==> config.mk <==
export PLATFORM = sky130hd
export DESIGN_NAME = list_engine
export DESIGN_NICKNAME = d
export VERILOG_FILES = /design/src/rtl/list_engine.sv
export SDC_FILE = /design/constraint.sdc
export NUM_CORES = 1
export LEC_CHECK = 0
export BUFFER_PORTS_ARGS = -buffer_cell sky130_fd_sc_hd__buf_2
export CAP_MARGIN = 20
export CORE_MARGIN = 5
export CORE_UTILIZATION = 27
export CTS_BUF_LIST = sky130_fd_sc_hd__clkbuf_8
export DETAILED_ROUTE_END_ITERATION = 10
export SLEW_MARGIN = 0
export SYNTH_ARGS = -nofsm -noshare
export SYNTH_HDL_FRONTEND = slang
export SYNTH_SLANG_ARGS = --single-unit
==> constraint.sdc <==
create_clock -name clk -period 5.35 [get_ports clk]
set_clock_uncertainty 0.1 [all_clocks]
set_input_delay 1.07 -clock clk [delete_from_list [all_inputs] [get_ports clk]]
set_output_delay 1.07 -clock clk [all_outputs]
set_load 0.02 [all_outputs]
==> src/rtl/list_engine.sv <==
// Serialised list store: indexed read/insert/delete, key search, summation and clear.
// One command in flight; results are streamed as registered single-cycle beats.
module list_engine #(
  parameter int  DATA_WIDTH = 32,
  parameter int  LENGTH     = 8,
  parameter int  SORTED     = 0,
  localparam int IDX_W      = $clog2(LENGTH),
  localparam int CNT_W      = $clog2(LENGTH + 1),
  localparam int OUT_W      = IDX_W + DATA_WIDTH
) (
  input  logic                  clk,
  input  logic                  rst,
  input  logic                  op_valid,
  output logic                  op_ready,
  input  logic [2:0]            op_sel,
  input  logic [DATA_WIDTH-1:0] data_in,
  input  logic [IDX_W-1:0]      index_in,
  output logic                  res_valid,
  output logic                  res_last,
  output logic                  res_error,
  output logic [OUT_W-1:0]      data_out,
  output logic [CNT_W-1:0]      count,
  output logic                  full,
  output logic                  empty
);

  localparam logic [2:0] OP_READ     = 3'b000;
  localparam logic [2:0] OP_INSERT   = 3'b001;
  localparam logic [2:0] OP_FIND_ALL = 3'b010;
  localparam logic [2:0] OP_FIND_1ST = 3'b011;
  localparam logic [2:0] OP_SUM      = 3'b100;
  localparam logic [2:0] OP_DELETE   = 3'b101;
  localparam logic [2:0] OP_CLEAR    = 3'b110;

  typedef enum logic [2:0] {
    IDLE     = 3'd0,
    SCAN_1ST = 3'd1,
    SCAN_ALL = 3'd2,
    ALL_TERM = 3'd3,
    SUM      = 3'd4
  } state_t;

  state_t                state_reg, state_next;
  logic [IDX_W-1:0]      scan_idx_reg, scan_idx_next;
  logic [OUT_W-1:0]      acc_reg, acc_next;
  logic [CNT_W-1:0]      match_cnt_reg, match_cnt_next;
  logic [DATA_WIDTH-1:0] key_reg, key_next;
  logic [CNT_W-1:0]      count_reg, count_next;
  logic                  res_valid_reg, res_valid_next;
  logic                  res_last_reg, res_last_next;
  logic                  res_error_reg, res_error_next;
  logic [OUT_W-1:0]      data_out_reg, data_out_next;

  logic [DATA_WIDTH-1:0] mem_reg  [LENGTH];
  logic [DATA_WIDTH-1:0] mem_next [LENGTH];
  logic [DATA_WIDTH-1:0] ins_val  [LENGTH];
  logic [DATA_WIDTH-1:0] del_val  [LENGTH];

  logic [CNT_W-1:0]      idx_ext;
  logic [CNT_W-1:0]      ins_pos;
  logic                  idx_ok;
  logic                  is_full;
  logic                  is_empty;
  logic [DATA_WIDTH-1:0] cur_entry;
  logic                  scan_last;
  logic                  hit;
  logic [OUT_W-1:0]      acc_sum;

  assign idx_ext   = CNT_W'(index_in);
  assign idx_ok    = idx_ext < count_reg;
  assign is_full   = count_reg == CNT_W'(LENGTH);
  assign is_empty  = count_reg == '0;
  assign cur_entry = mem_reg[scan_idx_reg];
  assign scan_last = CNT_W'(scan_idx_reg) == (count_reg - CNT_W'(1));
  assign hit       = cur_entry == key_reg;
  assign acc_sum   = acc_reg + OUT_W'(cur_entry);

  // Insert slot: sorted mode lands after every stored entry <= data_in, keeping ties stable.
  generate
    if (SORTED != 0) begin : g_sorted
      logic [LENGTH-1:0] le_vec;
      for (genvar gi = 0; gi < LENGTH; gi++) begin : g_le
        localparam logic [CNT_W-1:0] SLOT = CNT_W'(gi);
        assign le_vec[gi] = (SLOT < count_reg) && (mem_reg[gi] <= data_in);
      end
      always_comb begin
        ins_pos = '0;
        for (int i = 0; i < LENGTH; i++) begin
          ins_pos = ins_pos + CNT_W'(le_vec[i]);
        end
      end
    end else begin : g_indexed
      assign ins_pos = idx_ok ? idx_ext : count_reg;
    end
  endgenerate

  // Shifted copies of storage for insert and delete; slots at or above count stay zero.
  generate
    for (genvar gi = 0; gi < LENGTH; gi++) begin : g_slot
      localparam logic [CNT_W-1:0] SLOT = CNT_W'(gi);
      if (gi == 0) begin : g_ins_first
        assign ins_val[gi] = (SLOT == ins_pos) ? data_in : mem_reg[gi];
      end else begin : g_ins_rest
        assign ins_val[gi] = (SLOT < ins_pos)  ? mem_reg[gi] :
                             (SLOT == ins_pos) ? data_in : mem_reg[gi-1];
      end
      if (gi == LENGTH - 1) begin : g_del_last
        assign del_val[gi] = (SLOT < idx_ext) ? mem_reg[gi] : '0;
      end else begin : g_del_rest
        assign del_val[gi] = (SLOT < idx_ext) ? mem_reg[gi] : mem_reg[gi+1];
      end
    end
  endgenerate

  always_comb begin
    state_next     = state_reg;
    scan_idx_next  = scan_idx_reg;
    acc_next       = acc_reg;
    match_cnt_next = match_cnt_reg;
    key_next       = key_reg;
    count_next     = count_reg;
    mem_next       = mem_reg;
    res_valid_next = 1'b0;
    res_last_next  = 1'b0;
    res_error_next = 1'b0;
    data_out_next  = data_out_reg;

    case (state_reg)
      IDLE: begin
        if (op_valid) begin
          key_next       = data_in;
          scan_idx_next  = '0;
          acc_next       = '0;
          match_cnt_next = '0;
          // Every op except a non-empty scan answers with one beat next cycle.
          res_valid_next = 1'b1;
          res_last_next  = 1'b1;
          data_out_next  = '0;
          case (op_sel)
            OP_READ: begin
              if (idx_ok) data_out_next = OUT_W'(mem_reg[index_in]);
              else        res_error_next = 1'b1;
            end
            OP_INSERT: begin
              if (is_full) begin
                res_error_next = 1'b1;
              end else begin
                mem_next   = ins_val;
                count_next = count_reg + CNT_W'(1);
              end
            end
            OP_FIND_ALL, OP_FIND_1ST: begin
              if (is_empty) begin
                res_error_next = 1'b1;
              end else begin
                res_valid_next = 1'b0;
                res_last_next  = 1'b0;
                state_next     = (op_sel == OP_FIND_ALL) ? SCAN_ALL : SCAN_1ST;
              end
            end
            OP_SUM: begin
              if (!is_empty) begin
                res_valid_next = 1'b0;
                res_last_next  = 1'b0;
                state_next     = SUM;
              end
            end
            OP_DELETE: begin
              if (idx_ok) begin
                mem_next   = del_val;
                count_next = count_reg - CNT_W'(1);
              end else begin
                res_error_next = 1'b1;
              end
            end
            OP_CLEAR: begin
              for (int i = 0; i < LENGTH; i++) mem_next[i] = '0;
              count_next = '0;
            end
            default: res_error_next = 1'b1;
          endcase
        end
      end
      SCAN_1ST: begin
        if (hit) begin
          res_valid_next = 1'b1;
          res_last_next  = 1'b1;
          data_out_next  = OUT_W'(scan_idx_reg);
          state_next     = IDLE;
        end else if (scan_last) begin
          res_valid_next = 1'b1;
          res_last_next  = 1'b1;
          res_error_next = 1'b1;
          data_out_next  = '0;
          state_next     = IDLE;
        end else begin
          scan_idx_next = scan_idx_reg + IDX_W'(1);
        end
      end
      SCAN_ALL: begin
        if (hit) begin
          res_valid_next = 1'b1;
          data_out_next  = OUT_W'(scan_idx_reg);
          match_cnt_next = match_cnt_reg + CNT_W'(1);
        end
        if (scan_last) state_next    = ALL_TERM;
        else           scan_idx_next = scan_idx_reg + IDX_W'(1);
      end
      ALL_TERM: begin
        res_valid_next = 1'b1;
        res_last_next  = 1'b1;
        res_error_next = match_cnt_reg == '0;
        data_out_next  = OUT_W'(match_cnt_reg);
        state_next     = IDLE;
      end
      SUM: begin
        if (scan_last) begin
          res_valid_next = 1'b1;
          res_last_next  = 1'b1;
          data_out_next  = acc_sum;
          state_next     = IDLE;
        end else begin
          acc_next      = acc_sum;
          scan_idx_next = scan_idx_reg + IDX_W'(1);
        end
      end
      default: state_next = IDLE;
    endcase
  end

  always_ff @(posedge clk) begin
    if (rst) begin
      state_reg     <= IDLE;
      scan_idx_reg  <= '0;
      acc_reg       <= '0;
      match_cnt_reg <= '0;
      key_reg       <= '0;
      count_reg     <= '0;
      res_valid_reg <= 1'b0;
      res_last_reg  <= 1'b0;
      res_error_reg <= 1'b0;
      data_out_reg  <= '0;
      for (int i = 0; i < LENGTH; i++) mem_reg[i] <= '0;
    end else begin
      state_reg     <= state_next;
      scan_idx_reg  <= scan_idx_next;
      acc_reg       <= acc_next;
      match_cnt_reg <= match_cnt_next;
      key_reg       <= key_next;
      count_reg     <= count_next;
      res_valid_reg <= res_valid_next;
      res_last_reg  <= res_last_next;
      res_error_reg <= res_error_next;
      data_out_reg  <= data_out_next;
      mem_reg       <= mem_next;
    end
  end

  assign op_ready  = state_reg == IDLE;
  assign res_valid = res_valid_reg;
  assign res_last  = res_last_reg;
  assign res_error = res_error_reg;
  assign data_out  = data_out_reg;
  assign count     = count_reg;
  assign full      = is_full;
  assign empty     = is_empty;

endmodule

==> impl_metrics.toml, run 1 <==
[sta]
whs_ps = 353
max_freq_mhz = 199
hold_viol = 0
rsz0062_at_grt = "no"
min_period_ps = 5020
finalMaxSlewViolations = 0
finalSetupViolations = 0
max_slew.worst_pin.slew_ps = 1330
relSlewSlack = 0.116
setup_tns_ps = 0
finalCritPeriodShare = 0.938

[grt]
grt_use_total = 0.180
grt_pass1_wl_um = 138000
grt_max_degree = 228
antenna_found_initial = 16
first_global_vias = 21200
grt_overflow = 0

[logic_synthesis]
synthCells = 2883
avgSynthCellArea_um2 = 8.49
synth_compound_area_frac = 0.218
synth-edff-count = 0
yosysTopAreaCellShare = 0.307
async_flop_share = 0
synth_top_family_by_area = "multiplexers"
synth_seq_cells = 375
synth_flop_cell = "dfxtp_1"
synthDistinctLibCells = 75
syn-num-nets = 2964
yosysWarnings = 0
synth_area_leaders = "dfxtp_1, mux2i_1, mux4_2"
netlist_area_um2 = 24500
synth-simple-area-share = 0.150
yosysTopAreaCell = "dfxtp_1"
muxShareOfSynthArea = 0.230
synthAdderAreaFrac = 0.0207
synthXorXnorAreaFrac = 0.0204
synth_seq_area_share = 0.307

[setup_path]
required_ps = 5790
slowest_delay_ps = 890
path_delay_family = "compound AO/OA/AOI/OAI gates"
path_buf_inv = 2
worstSetupStartpointType = "register"
crit_slowest_cell = "o31ai_1"
critPathCaptureType = "register"
worstPathCellList = "buf_4 > buf_4 > mux4_2 > mux2_2 > ha_1 > nand2_1 > o21ai_0 > a21oi_1 > o31ai_1 > a211oi_1 > o31ai_1 > xor2_1 > and3_1 > a31o_2"
critPathArrivalTime_ps = 5460
critPathKind = "reg2reg"
r2r-start = "scan_idx_reg[0]$_SDFFE_PP0P_"
crit_start = "scan_idx_reg[0]$_SDFFE_PP0P_"
cp_max_fo = 21

[power_and_ir_drop]
vdd_drop_max_mv = 0.134
p_leak_nw = 10.5
p_per_area_nw_per_um2 = 271

[detailed_routing]
drt_wl_total_um = 91100
drt_pass1_iterations = 6
routedWlPerCell_um = 22.6
vias_per_cell = 5.63
num_vias = 22700
ant_nets = 0
drt_iter0_drc = 2229
remaining_drc_errors = 0

[finish]
regArea_um2 = 7510
nets = 2897
multi_input_area_um2 = 15800
drive_gt1_frac = 0.151
nFillCells = 9569
synthToLayoutAreaGrowth_pct = 11.8
largest_register_ffs = 256
final_common_cell = "nor2_1"
layout_common_cells = "nor2_1, dfxtp_1, mux2i_1"

[clock_tree]
ctsHoldBuffers = 0
htreeDepth = 3
post-cts-setup-buffer-count = 0
cts_buffer_depth = 3
root_buffer = "clkbuf_8"
cts_resized = 0
cts.clk_slew.worst_paths_ps = 60
clock_latency_ps = 680
cts_inserted_buffers = 69
cts_sinks = 375
tritoncts = "done"

[placement]
place.gp.congestion = 0.881
io_buffers = 85
dp_hpwl_um = 56500

[status]
status = "finished clean"

[die]
die-area_um2 = 96800
row_count = 110
die_w_um = 311
core_area_um2 = 90000
start_util = 0.272
fp.dieH_um = 311
ios = 86

[hold_path]
min_path_type = "reg2reg"
hold_start = "key_reg[13]$_SDFFE_PP0P_"

[run]
max-cap-violations = 0
[area by class of cell]
cell class | instances | share of cell area
Clock buffer | 86 | 0.0433
Sequential cell | 375 | 0.275
Clock inverter | 25 | 0.00654
Antenna cell | 6 | 0.000549
Timing Repair Buffer | 147 | 0.0396
Multi-Input combinational cell | 2188 | 0.577
Inverter | 35 | 0.00480
Tap cell | 1176 | 0.0538
[cell families (layout without fill, tap and decap cells)]
| logic type | count (synthesis) | count (layout) |
|---|---|---|
| adder cells (fa/ha/maj) | 40 | 40 |
| AND/OR/NAND/NOR | 855 | 855 |
| buffers and inverters | 320 | 293 |
| multiplexers | 438 | 438 |
| other | 0 | 6 |
| XOR/XNOR | 57 | 57 |
| flip-flops | 375 | 375 |
| AO/OA/AOI/OAI | 798 | 798 |
[metrics by stage]
stage          utilization  cell area (µm²)  power [mW]  setup slack (ps)  cells
5_1_grt              0.304            27400        7.71              30.5   4034
4_1_cts              0.304            27400        7.44               429   4032
2_1_floorplan            -            24500        4.10              1030   2883
3_5_place_dp         0.289            26000        4.56               452   3921
6_report             0.304            27400        7.41               334   4038
3_3_place_gp         0.289            26000        4.54               464   3921
[per-layer routing]
layer  up-vias  track usage  wire length [µm]  part of all wire
li1      10500            -                 -                 -
met1     11000        0.242             39100              0.43
met2       973        0.282             41000              0.45
met3       244       0.0320              7020             0.077
met4         6       0.0811              3880             0.043
met5         -            0                45           0.00049
[power by group]
group | internal, mW | leakage, nW | total [mW] | switching [mW]
Combinational | 0.536 | 6.70 | 1.40 | 0.859
Clock | 1.57 | 0.770 | 2.89 | 1.32
Sequential | 2.94 | 3.06 | 3.13 | 0.185
Total | 5.05 | 10.5 | 7.41 | 2.36
[Yosys cell counts (all sizes together) (5+ instances only)]
cell and instances:
nor2 463, dfxtp 375, mux2i 281, a21oi 267, clkbuf 216, a211oi 188
nand2 186, mux4 93, o21ai 73, buf 69, mux2 64, nor3 63
o211ai 49, a22oi 47, nor2b 46, ha 39, a2bb2oi 36, a221oi 34
inv 34, xor2 31, nand3 30, xnor2 26, a21o 18, o211a 18
nand2b 12, and3 10, nor4 10, o221ai 10, o22ai 10, o21a 9
nand4 7, or3 7, and2 6, a22o 5
[path summary, 6_finish.rpt]
kind	end	slack (ps)	depth (start not counted)
max	data_out[32]$_SDFFE_PP0P_	330	14
min reg2reg	key_reg[13]$_SDFFE_PP0P_	350	2
max reg2reg	data_out[32]$_SDFFE_PP0P_	330	14
min	key_reg[13]$_SDFFE_PP0P_	350	2
[tightest hold or removal path: cells and delay by family (launching register included)]
family	cells	cell delay, ps
and+or+nand+nor	1	50
DFF	1	300
AOI/OAI and AO/OA	1	50
Power figures use the tool's default switching activity.
==> run 2: changes to the inputs <==
Settings changed: CTS_BUF_LIST sky130_fd_sc_hd__clkbuf_8 to default.
==> impl_metrics.toml, run 2 (synthesis gave the netlist of run 1 again) <==
[status]
status = "finished clean"

[finish]
stdcell_count = 3998
synthToLayoutAreaGrowth_pct = 11.7
final_area_um2 = 27400
final_core_util = 0.304
nFillCells = 9547
final_common_cell = "nor2_1"
nets = 2871
layout_common_cells = "nor2_1, dfxtp_1, mux2i_1"
drive_gt1_frac = 0.141
largest_register_ffs = 256

[die]
die-area_um2 = 96800
row_count = 110
core_area_um2 = 90000
ios = 86
fp.dieH_um = 311
start_util = 0.272
die_w_um = 311

[run]
max-cap-violations = 0

[sta]
whs_ps = 355
max_slew.worst_pin.slew_ps = 1450
hold_viol = 0
finalMaxSlewViolations = 0
rsz0062_at_grt = "no"
setup_tns_ps = 0
relSlewSlack = 0.0343
finalSetupViolations = 0
min_period_ps = 5000
finalCritPeriodShare = 0.934
max_freq_mhz = 200
finalWorstSetupSlack_ps = 353

[clock_tree]
root_buffer = "clkbuf_16"
cts_sinks = 375
tritoncts = "done"
htreeDepth = 2
ctsHoldBuffers = 0
cts_buffer_depth = 3
clock_latency_ps = 580
cts_resized = 0
post-cts-setup-buffer-count = 0
cts.clk_slew.worst_paths_ps = 60
cts_inserted_buffers = 43

[setup_path]
critPathKind = "reg2reg"
r2r-start = "scan_idx_reg[0]$_SDFFE_PP0P_"
cp_max_fo = 21
worstSetupStartpointType = "register"
crit_start = "scan_idx_reg[0]$_SDFFE_PP0P_"
critPathArrivalTime_ps = 5350
critPathCaptureType = "register"
required_ps = 5710

[detailed_routing]
vias_per_cell = 5.62
routedWlPerCell_um = 22.6
drt_pass1_iterations = 5
drt_iter0_drc = 2174
drt_wl_total_um = 90300
num_vias = 22500
remaining_drc_errors = 0
ant_nets = 0

[hold_path]
hold_start = "key_reg[13]$_SDFFE_PP0P_"
min_path_type = "reg2reg"

[placement]
place.gp.congestion = 0.881
place_ws_ps = 452
placed_cell_area_um2 = 26000
io_buffers = 85
dp.cells = 3921
dp_hpwl_um = 56500

[power_and_ir_drop]
finalPower_mw = 7.46
p_per_area_nw_per_um2 = 273
p_leak_nw = 10.4
vdd_drop_max_mv = 0.169

[grt]
grt_max_degree = 228
grt_overflow = 0
grt_use_total = 0.178
first_global_vias = 20900
grt_pass1_wl_um = 138000
antenna_found_initial = 14
## run 2: metal layers
metal / up-vias / GRT usage / share of wire
met1: 10900 / 0.244 / 0.43
li1: 10400 / - / -
met2: 963 / 0.281 / 0.45
met3: 218 / 0.0292 / 0.081
met5: - / 0 / 0.00030
met4: 4 / 0.0709 / 0.042
## run 2: worst max-delay path: stages (launching register included)
cell and delay (ps):
dfxtp_4 600, buf_4 240, buf_4 220, mux4_2 510, mux2_2 310, ha_1 370, nand2_1 90, o21ai_0 160
a21oi_1 100, o31ai_1 860, a211oi_1 270, o31ai_1 500, xor2_1 140, and3_1 210, a31o_2 200
## run 2: power breakdown
part / internal [mW] / switching (mW)
Sequential: 2.94 / 0.185
Combinational: 0.536 / 0.857
Clock: 1.70 / 1.24
## run 2: final cells by class
cell class | instances | area, µm² | area share
multi-input combinational | 2188 | 15800 | 0.577
timing repair buffer | 147 | 1080 | 0.0396
inverter | 35 | 131 | 0.00480
antenna | 5 | 12.5 | 0.000457
clock inverter | 2 | 10.0 | 0.000366
clock buffer | 70 | 1340 | 0.0490
tap | 1176 | 1470 | 0.0538
sequential | 375 | 7510 | 0.275
## run 2: final timing paths
| kind | depth (start not counted) | end | slack, ps |
|---|---|---|---|
| max reg2reg | 14 | data_out[32]$_SDFFE_PP0P_ | 350 |
| min reg2reg | 2 | key_reg[13]$_SDFFE_PP0P_ | 350 |
| min | 2 | key_reg[13]$_SDFFE_PP0P_ | 350 |
| max | 14 | data_out[32]$_SDFFE_PP0P_ | 350 |
